## config.mk

```make
export PLATFORM = sky130hd
export DESIGN_NAME = stream_demux4
export DESIGN_NICKNAME = d
export VERILOG_FILES = /design/src/rtl/stream_demux4_pkg.sv /design/src/rtl/demux_chan_fifo.sv /design/src/rtl/stream_demux4.sv
export SDC_FILE = /design/constraint.sdc
export NUM_CORES = 1
export LEC_CHECK = 0
export ABC_AREA = 0
export BUFFER_PORTS_ARGS = -buffer_cell sky130_fd_sc_hd__buf_2
export CAP_MARGIN = 20
export CORE_AREA = 5 5 117 119
export CTS_BUF_LIST = sky130_fd_sc_hd__clkbuf_8 sky130_fd_sc_hd__clkbuf_16
export CTS_CLUSTER_DIAMETER = 120
export CTS_CLUSTER_SIZE = 40
export DETAILED_ROUTE_END_ITERATION = 8
export DIE_AREA = 0 0 122 124
export SLEW_MARGIN = 20
export SYNTH_ARGS = -nofsm -noshare
export SYNTH_HDL_FRONTEND = slang
export SYNTH_SLANG_ARGS = --single-unit
```

## constraint.sdc

```tcl
create_clock -name clk -period 4.4 [get_ports clk]
set_input_delay 0.66 -clock clk [delete_from_list [all_inputs] [get_ports clk]]
set_output_delay 0.66 -clock clk [all_outputs]
set_load 0.02 [all_outputs]
```

## src/rtl/stream_demux4_pkg.sv

```systemverilog
// Shared constants and helpers for the 1-to-4 stream demultiplexer.
package stream_demux4_pkg;

  localparam int CH_NUM     = 4;
  localparam int FIFO_DEPTH = 2;
  localparam int STAT_W     = 16;

  localparam logic [1:0] FIFO_FULL = 2'd2;

  typedef logic [1:0] ch_sel_t;

  localparam ch_sel_t CH0 = 2'b00;
  localparam ch_sel_t CH1 = 2'b01;
  localparam ch_sel_t CH2 = 2'b10;
  localparam ch_sel_t CH3 = 2'b11;

  // Saturating increment for the delivered-word statistics.
  function automatic logic [STAT_W-1:0] sat_inc(input logic [STAT_W-1:0] v);
    return (v == 16'hFFFF) ? v : v + 16'd1;
  endfunction

endpackage

```

## src/rtl/demux_chan_fifo.sv

```systemverilog
// Two-entry per-channel FIFO; head word is read straight from the storage registers.
module demux_chan_fifo
  import stream_demux4_pkg::*;
#(
  parameter int WIDTH = 8
) (
  input  logic             clk,
  input  logic             rst_n,
  input  logic             push,
  input  logic             pop,
  input  logic [WIDTH-1:0] wdata,
  output logic             full,
  output logic             empty,
  output logic [WIDTH-1:0] head
);

  logic [WIDTH-1:0] mem_r [FIFO_DEPTH];
  logic             wr_ptr_r;
  logic             rd_ptr_r;
  logic [1:0]       count_r;
  logic             push_ok_s;
  logic             pop_ok_s;

  assign full      = (count_r == FIFO_FULL);
  assign empty     = (count_r == 2'd0);
  assign push_ok_s = push & ~full;
  assign pop_ok_s  = pop & ~empty;
  assign head      = mem_r[rd_ptr_r];

  // Storage, pointers and occupancy; simultaneous push/pop leaves count unchanged.
  always_ff @(posedge clk or negedge rst_n) begin
    if (!rst_n) begin
      for (int i = 0; i < FIFO_DEPTH; i++) begin
        mem_r[i] <= '0;
      end
      wr_ptr_r <= 1'b0;
      rd_ptr_r <= 1'b0;
      count_r  <= 2'd0;
    end else begin
      if (push_ok_s) begin
        mem_r[wr_ptr_r] <= wdata;
        wr_ptr_r        <= ~wr_ptr_r;
      end
      if (pop_ok_s) begin
        rd_ptr_r <= ~rd_ptr_r;
      end
      case ({push_ok_s, pop_ok_s})
        2'b10:   count_r <= count_r + 2'd1;
        2'b01:   count_r <= count_r - 2'd1;
        default: count_r <= count_r;
      endcase
    end
  end

endmodule

```

## src/rtl/stream_demux4.sv

```systemverilog
// 1-to-4 valid/ready stream demultiplexer with a 2-entry buffer per channel.
// Optional per-channel delivered-word counters are enabled by STREAM_DEMUX4_STATS_EN.
module stream_demux4
  import stream_demux4_pkg::*;
#(
  parameter int WIDTH = 8
) (
  input  logic               clk,
  input  logic               rst_n,
  input  logic               in_valid,
  output logic               in_ready,
  input  ch_sel_t            in_sel,
  input  logic [WIDTH-1:0]   in_data,
  output logic [CH_NUM-1:0]  out_valid,
  input  logic [CH_NUM-1:0]  out_ready,
  output logic [WIDTH-1:0]   out_data0,
  output logic [WIDTH-1:0]   out_data1,
  output logic [WIDTH-1:0]   out_data2,
  output logic [WIDTH-1:0]   out_data3
`ifdef STREAM_DEMUX4_STATS_EN
  ,
  output logic [STAT_W-1:0]  stat_cnt0,
  output logic [STAT_W-1:0]  stat_cnt1,
  output logic [STAT_W-1:0]  stat_cnt2,
  output logic [STAT_W-1:0]  stat_cnt3
`endif
);

  logic [CH_NUM-1:0] push_s;
  logic [CH_NUM-1:0] pop_s;
  logic [CH_NUM-1:0] full_s;
  logic [CH_NUM-1:0] empty_s;
  logic [WIDTH-1:0]  head_s [CH_NUM];

  // in_ready only looks at registered full flags, keeping out_ready off this path.
  always_comb begin
    in_ready = 1'b0;
    push_s   = '0;
    case (in_sel)
      CH0: begin
        in_ready  = ~full_s[0];
        push_s[0] = in_valid & ~full_s[0];
      end
      CH1: begin
        in_ready  = ~full_s[1];
        push_s[1] = in_valid & ~full_s[1];
      end
      CH2: begin
        in_ready  = ~full_s[2];
        push_s[2] = in_valid & ~full_s[2];
      end
      CH3: begin
        in_ready  = ~full_s[3];
        push_s[3] = in_valid & ~full_s[3];
      end
      default: begin
        in_ready = 1'b0;
        push_s   = '0;
      end
    endcase
  end

  assign pop_s     = out_ready & ~empty_s;
  assign out_valid = ~empty_s;

  for (genvar g = 0; g < CH_NUM; g++) begin : g_chan
    demux_chan_fifo #(.WIDTH(WIDTH)) u_fifo (
      .clk   (clk),
      .rst_n (rst_n),
      .push  (push_s[g]),
      .pop   (pop_s[g]),
      .wdata (in_data),
      .full  (full_s[g]),
      .empty (empty_s[g]),
      .head  (head_s[g])
    );
  end

  assign out_data0 = head_s[0];
  assign out_data1 = head_s[1];
  assign out_data2 = head_s[2];
  assign out_data3 = head_s[3];

`ifdef STREAM_DEMUX4_STATS_EN
  logic [STAT_W-1:0] stat_r [CH_NUM];

  // Per-channel delivered-word counters, saturating at all ones.
  always_ff @(posedge clk or negedge rst_n) begin
    if (!rst_n) begin
      for (int i = 0; i < CH_NUM; i++) begin
        stat_r[i] <= '0;
      end
    end else begin
      for (int i = 0; i < CH_NUM; i++) begin
        if (pop_s[i]) begin
          stat_r[i] <= sat_inc(stat_r[i]);
        end else begin
          stat_r[i] <= stat_r[i];
        end
      end
    end
  end

  assign stat_cnt0 = stat_r[0];
  assign stat_cnt1 = stat_r[1];
  assign stat_cnt2 = stat_r[2];
  assign stat_cnt3 = stat_r[3];
`endif

endmodule

```

==> metrics.csv, run 1 <==
stage,metric,value,unit
status,status,"finished, final reports clean",
clock_network,CTS tree,built,
clock_network,clk_lat worst skew,0.33,ns
grt,vias in the first global route,2279,
die,Die ar.,15130,um2
place,HPWL after DPL,5462,um
critical_path,"slowest stage cell, crit path",mux4_1,
place,Placer Congestion,0.7192,
timing,"Hold Vio Cnt, Final",0,
synth,mean cell area of the mapped netlist,15.05,um2
critical_path,Setup crit end kind,output port,
timing,Slew @ Worst Pin,0.7522,ns
critical_path,Crit path arrival time,1.66,ns
die,Die X,122,um
grt,largest net degree at the start of global routing,81,
critical_path,startpoint types,register,
synth,Yosys top cell area share,0.5474,
clock_network,setup bufs post-CTS,0,
routing,DR WL/cell,16.56,um
synth,"Distinct cells, synth",27,
grt,first-pass GRT wire length,12660,um
routing,DRT Pass-1 Iters,4,
grt,antenna violations before repair,0,
place,DP Area,4096,um2
clock_network,clock-pin slew of the registers on the worst-case setup and hold paths,0.05,ns
final_layout,area of the multi-input gates,1612,um2
clock_network,clock tree buffer depth,2,
timing,Total Neg Setup Slack,0,ns
final_layout,# fillers,1231,
synth,Synth area leaders,"dfrtp_1 55%, mux2_2 27%, mux2_4 3.3%",
clock_network,root buf cell,clkbuf_16,
critical_path,CP max stage delay,0.52,ns
timing,Clock Skews,0.004480,ns
routing,vias,2101,
synth,most frequent cell after synthesis,mux2_2,
die,core area,12470,um2
routing,DR DRC count,0,
final_layout,layout cells sized above 1,0.5710,
routing,Vias/cell,4.423,
routing,Routed Antenna Nets,0,
die,Die H,124,um
synth,Mapped Cells,243,
timing,RSZ-0062 raised after global routing,false,
synth,Synth Net Count,264,
final_layout,Reg area,2002,um2
min_path,worst min path class,primary input to async pin,
critical_path,CP Launch Point,g_chan[0].u_fifo.count_r[0],
synth,Ys Warns,0,
clock_network,hold buffers post-CTS,0,
timing,Final setup viols,0,
synth,"Seq/Total Area, Yosys",0.5474,
die,Boundary Pins,54,
synth,"flops & latches, synth",80,
synth,Synth top cells by count,"88 x mux2_2, 80 x dfrtp_1, 12 x xnor2_1, 8 x mux2_4, 8 x xor2_1",
clock_network,CTS Sinks,80,
synth,top_reg_cell synth,dfrtp_1,
timing,maximum clock frequency,0.4311,GHz
critical_path,Worst EP required,3.74,ns
clock_network,CTS buffer count,9,
final_layout,Final Cell Area,4388,um2
flow_run,MaxCap Viol Count,0,
place,DP Worst Slack,2.216,ns
final_layout,Final Net Count,320,
final_layout,antenna cells,0,
timing,Pins Over Slew Limit,0,
pwr,Leak,1.953,nW
pwr,Pwr Density,822.0,nW/um2
place,Post-Place Cells,460,
synth,"EDFF count, synth",0,
timing,Slew Limit Headroom,0.4985,
critical_path,CP Max Fanout,4,
die,Starting Density,0.2934,
synth,ys async rst share,1.000,
routing,drt initial violations,67,
timing,Final period util,0.5271,
clock_network,htree depth,3,
timing,setup ws final,2.081,ns
critical_path,critical-path cell list,"nand2b_1, mux4_1, buf_2",
clock_network,PostCTS Resize Cnt,0,
critical_path,reg2reg start,g_chan[1].u_fifo.count_r[1],
grt,total global routing overflow,0,
place,Port-buffer cells,53,
pwr,Max VDD drop,0.0002672,V
grt,GRT Overall Usage,0.1131,
final_layout,"Cell Count, Final, Fillers Out",475,
final_layout,area grow syn2layout,19.98,%
routing,routed wire length,7868,um
critical_path,kind of critical path,register to output port,
timing,Period minus WS final,2.319,ns
synth,cell area after synthesis,3657,um2
die,row count,41,
synth,Synth area leader,dfrtp_1,
==> worst max-delay path: cells and delay by family, from the launching register on <==
kind	cells	cell delay (ns)
buffers and inverters	1	0.18
flip-flops	1	0.42
multiplexers	1	0.52
AND/OR/NAND/NOR	1	0.22
==> worst paths after layout <==
kind                       slack [ns]  cells after the start                        end
max                              2.08                      3                   in_ready
min                              0.35                      1  g_chan[0].u_fifo.mem_r[4]
max reg2reg                      2.59                      3  g_chan[1].u_fifo.mem_r[2]
min reg2reg                      0.48                      1  g_chan[2].u_fifo.wr_ptr_r
max in group asynchronous        3.51                      1  g_chan[2].u_fifo.wr_ptr_r
min in group clk                 0.48                      1  g_chan[2].u_fifo.wr_ptr_r
==> through the flow <==
stage / hold WS [ns] / util / total power, W
after global placement: 0.4668 / 0.3286 / 0.002881
after detailed placement: 0.4714 / 0.3286 / 0.002932
after CTS: 0.4829 / 0.3517 / 0.003674
final: 0.3546 / 0.3520 / 0.003607
after floorplan: 0.3644 / - / 0.002458
after global routing: 0.4407 / 0.3520 / 0.003843
==> area by class of cell <==
type                    instances  area share
clock buffers                  10     0.05446
clock inverters                 5     0.01112
multi-input cells             155      0.3673
flip-flops and latches         80      0.4562
well taps                     172     0.04904
repair buffers                 53     0.06188
==> cells by family after synthesis <==
family        share of synthesized area
simple gates                    0.06809
buf+inv                         0.01197
flops                            0.5474
xor+xnor                        0.04790
fa+ha+maj                       0.01369
mux                              0.3110
==> layout by cell type, fill, tap and decap left out, types with 5 or more instances in the layout <==
cell type | netlist | layout
buf_2 | 2 | 52
dfrtp_1 | 80 | 80
clkbuf_16 | 0 | 9
xnor2_1 | 12 | 12
mux2_4 | 8 | 8
nor2_1 | 5 | 5
mux2_2 | 88 | 88
xor2_1 | 8 | 8
==> flip-flops by register name (all words and copies together) (netlist names) <==
register and count:
g_chan.u_fifo.count_r 8, g_chan.u_fifo.wr_ptr_r 4, g_chan.u_fifo.mem_r 64, g_chan.u_fifo.rd_ptr_r 4
==> report_power, final <==
part | internal [W] | leakage, nW | switching (W)
sequential | 0.00111 | 0.961 | 0.000277
combinational | 0.000773 | 0.843 | 0.000727
clock | 0.000446 | 0.149 | 0.000275
==> layer usage <==
layer / track usage / vias up / part of all wire
li1: - / 979 / -
met1: 0.1540 / 1066 / 0.48
met2: 0.1695 / 45 / 0.45
met3: 0.03769 / 11 / 0.054
met4: 0.03782 / 0 / 0.015
met5: 0 / - / 0
Power figures use the tool's default switching activity.
==> inputs of run 2 (changes only) <==
Settings changed: ABC_AREA 0 to 1, CORE_AREA 5 5 117 119 to 5 5 124 126, DIE_AREA 0 0 122 124 to 0 0 129 131.
Clock period 4.4 ns to 1.9 ns, I/O delays scaled along.
==> run 2 against run 1 <==
Against the previous run:
- non-clock buffer count is 17 higher
- via count grew 62%
- global-route usage is 2.0 points higher
- critical path type unchanged
==> metrics.csv, run 2 <==
stage,metric,value,unit,change
timing,"Hold Vio Cnt, Final",0,,unchanged
flow_run,MaxCap Viol Count,0,,unchanged
synth,Synth top cells by count,"261 x nand2_1, 80 x dfrtp_1, 69 x nand4_1, 23 x inv_1",,
pwr,Max VDD drop,0.0004798,V,+80%
final_layout,Final Cell Area,4830,um2,+10%
critical_path,"slowest stage cell, crit path",dfrtp_1,,
clock_network,CTS buffer count,9,,unchanged
clock_network,hold buffers post-CTS,1,,+1
final_layout,layout cells sized above 1,0.1682,,-0.4028
pwr,combinational group share of total power,0.411,,-0.005
critical_path,CP max stage delay,0.40,ns,-0.12 ns
min_path,worst min path class,primary input to register,,
final_layout,Final Net Count,575,,+80%
synth,Yosys top cell area share,0.4806,,-0.06676
timing,final hold slack,0.2311,ns,-0.1235 ns
synth,mean cell area of the mapped netlist,8.297,um2,-45%
grt,first-pass GRT wire length,17390,um,+37%
timing,Period minus WS final,1.742,ns,
critical_path,startpoint types,register,,
synth,Synth Area in Compound Gates,0.01562,,+0.01562
synth,Post-Synth Simple-Gate Area,0.3584,,+0.2903
synth,multiplexer share of the synthesized area,0,,-0.3110
final_layout,"most common cell after layout, fill and taps aside",nand2_1,,
synth,main combinational cell family by area after synthesis,simple AND/OR/NAND/NOR gates,,
synth,"Seq/Total Area, Yosys",0.4806,,-0.06676
grt,total global routing overflow,0,,unchanged
clock_network,CTS Sinks,80,,unchanged
synth,ys async rst share,1.000,,unchanged
critical_path,CP Max Fanout,4,,unchanged
synth,Synth area leader,dfrtp_1,,
die,row count,44,,+7.3%
final_layout,Largest register FFs,64,,unchanged
pwr,Pwr Density,1798,nW/um2,+120%
final_layout,biggest regs,"g_chan.u_fifo.mem_r (64), g_chan.u_fifo.count_r (8)",,
timing,Slew Limit Headroom,0.7203,,+0.2218
place,Port-buffer cells,53,,unchanged
clock_network,CTS tree,built,,
synth,"Distinct cells, synth",19,,-30%
routing,DRT Pass-1 Iters,4,,unchanged
synth,most frequent cell after synthesis,nand2_1,,
clock_network,root buf cell,clkbuf_16,,
timing,Slew @ Worst Pin,0.4182,ns,-0.3340 ns
status,status,"finished, final reports clean",,
synth,Synth area leaders,"dfrtp_1 48%, nand2_1 24%, nand4_1 10%",,
grt,vias in the first global route,3385,,+49%
clock_network,htree depth,3,,unchanged
place,DP Area,4466,um2,+9.0%
routing,DR WL/cell,14.30,um,-14%
final_layout,area grow syn2layout,15.95,%,
routing,DR DRC count,0,,unchanged
clock_network,setup bufs post-CTS,0,,unchanged
routing,Vias/cell,4.569,,+3.3%
final_layout,antenna cells,0,,unchanged
pwr,sequential power share,0.354,,-0.030
critical_path,critical-path cell list,"inv_1, nand2_1, nand2_1, nand4_1, buf_2",,
timing,RSZ-0062 raised after global routing,false,,
die,Die X,129,um,+5.7%
routing,Routed Antenna Nets,0,,unchanged
critical_path,Worst EP required,1.62,ns,-2.12 ns
timing,Final period util,0.9171,,
grt,antenna violations before repair,0,,unchanged
clock_network,clk_lat worst skew,0.34,ns,about the same
timing,Clock Skews,0.005797,ns,+0.001317 ns
clock_network,clock tree buffer depth,2,,unchanged
die,Boundary Pins,54,,unchanged
synth,top_reg_cell synth,dfrtp_1,,
final_layout,# fillers,1505,,+22%
pwr,clock power share,0.235,,+0.035
routing,routed wire length,10620,um,+35%
synth,"EDFF count, synth",0,,unchanged
critical_path,Setup crit end kind,output port,,
timing,Total Neg Setup Slack,0,ns,unchanged
timing,maximum clock frequency,0.5739,GHz,
synth,Mapped Cells,502,,+110%
pwr,switching power,0.003674,W,+190%
place,Placer Congestion,0.7699,,+7.0%
place,HPWL after DPL,7572,um,+39%
synth,Synth Net Count,523,,+98%
clock_network,clock-pin slew of the registers on the worst-case setup and hold paths,0.06,ns,about the same
grt,largest net degree at the start of global routing,59,,-27%
critical_path,CP dominant cell by count,nand2_1,,
synth,Ys Warns,0,,unchanged
die,Die ar.,16900,um2,+12%
final_layout,most frequent cells in the layout,"261 x nand2_1, 80 x dfrtp_1, 69 x nand4_1",,
die,Die H,131,um,+5.6%
routing,drt initial violations,382,,+470%
pwr,Internal Power,0.005011,W,+120%
pwr,Leak,2.624,nW,+34%
pwr,Switching Share,0.4231,,+0.06870
timing,Pins Over Slew Limit,0,,unchanged
critical_path,kind of critical path,register to output port,,
synth,XOR/XNOR Fraction of Synth Area,0.02523,,-0.02266
synth,"flops & latches, synth",80,,unchanged
final_layout,Reg with most FFs,g_chan.u_fifo.mem_r,,
synth,post-synthesis adder-cell area fraction,0.01202,,-0.001669
synth,cell area after synthesis,4165,um2,+14%
routing,vias,3395,,+62%
critical_path,Worst Path Buf+Inv,2,,+1
die,Starting Density,0.2933,,about the same
die,core area,14200,um2,+14%
grt,GRT Overall Usage,0.1332,,+0.02014
clock_network,PostCTS Resize Cnt,0,,unchanged
critical_path,Crit path max-delay family,flip-flops,,
critical_path,Crit path arrival time,1.46,ns,-0.20 ns
timing,Final setup viols,0,,unchanged
## run 2: worst paths after layout
kind	from	end	slack [ns]	cells after the start
worst min register to register	g_chan[3].u_fifo.mem_r[6]	g_chan[3].u_fifo.mem_r[6]	0.47	2
min in group asynchronous	rst_n	g_chan[3].u_fifo.mem_r[0]	0.40	2
worst max register to register	g_chan[2].u_fifo.count_r[0]	g_chan[2].u_fifo.count_r[1]	0.30	8
worst min-delay path	out_ready[1]	g_chan[1].u_fifo.rd_ptr_r	0.23	3
worst max-delay path	g_chan[3].u_fifo.count_r[0]	in_ready	0.16	5
max in group asynchronous	rst_n	g_chan[2].u_fifo.mem_r[14]	0.90	3
## run 2: kinds of logic (layout without fill, tap and decap cells)
kind of cell | count (synthesis) | count (layout)
simple gates | 341 | 341
flops | 80 | 80
buf+inv | 61 | 118
xor+xnor | 12 | 12
fa+ha+maj | 4 | 4
compound gates | 4 | 4
## run 2: area by class of cell
type                            instances  area, um2  area share
Clock inverter                          6      115.1     0.02383
Timing Repair Buffer                   70      410.4     0.08497
Clock buffer                           10      239.0     0.04948
Tap cell                              184      230.2     0.04767
Multi-Input combinational cell        361       1713      0.3547
Sequential cell                        80       2002      0.4145
Inverter                               32      120.1     0.02487
## run 2: metal layers
metal	vias to the layer above	routed length, um	track usage
li1	1727	-	-
met1	1585	5078	0.1811
met2	66	4914	0.2070
met3	17	387	0.03008
met4	0	243	0.05250
met5	-	0	0
## run 2: metrics by stage
stage | setup slack (ns) | std cells | utilization | power (W)
CTS | 0.1375 | 743 | 0.3400 | 0.008796
finish | 0.1576 | 743 | 0.3400 | 0.008685
global placement | 0.2952 | 726 | 0.3144 | 0.006612
detailed placement | 0.2725 | 726 | 0.3144 | 0.006718
global route | 0.04893 | 743 | 0.3400 | 0.009380
floorplan | 0.3466 | 502 | - | 0.005596
## run 2: worst register-to-register path: stages, from the launching register on
cell,delay (ns)
dfrtp_1,0.40
inv_1,0.15
nand2_1,0.13
nand2_1,0.13
inv_1,0.07
ha_1,0.32
inv_1,0.06
nand3_1,0.08
xor2_1,0.14
## run 2: power by group through the flow
stage	clock, W	sequential [W]	combinational, W
floorplan	0	0.00286	0.00273
global placement	0	0.00307	0.00355
detailed placement	0	0.00310	0.00362
CTS	0.00208	0.00307	0.00365
global route	0.00216	0.00320	0.00403
finish	0.00204	0.00308	0.00357
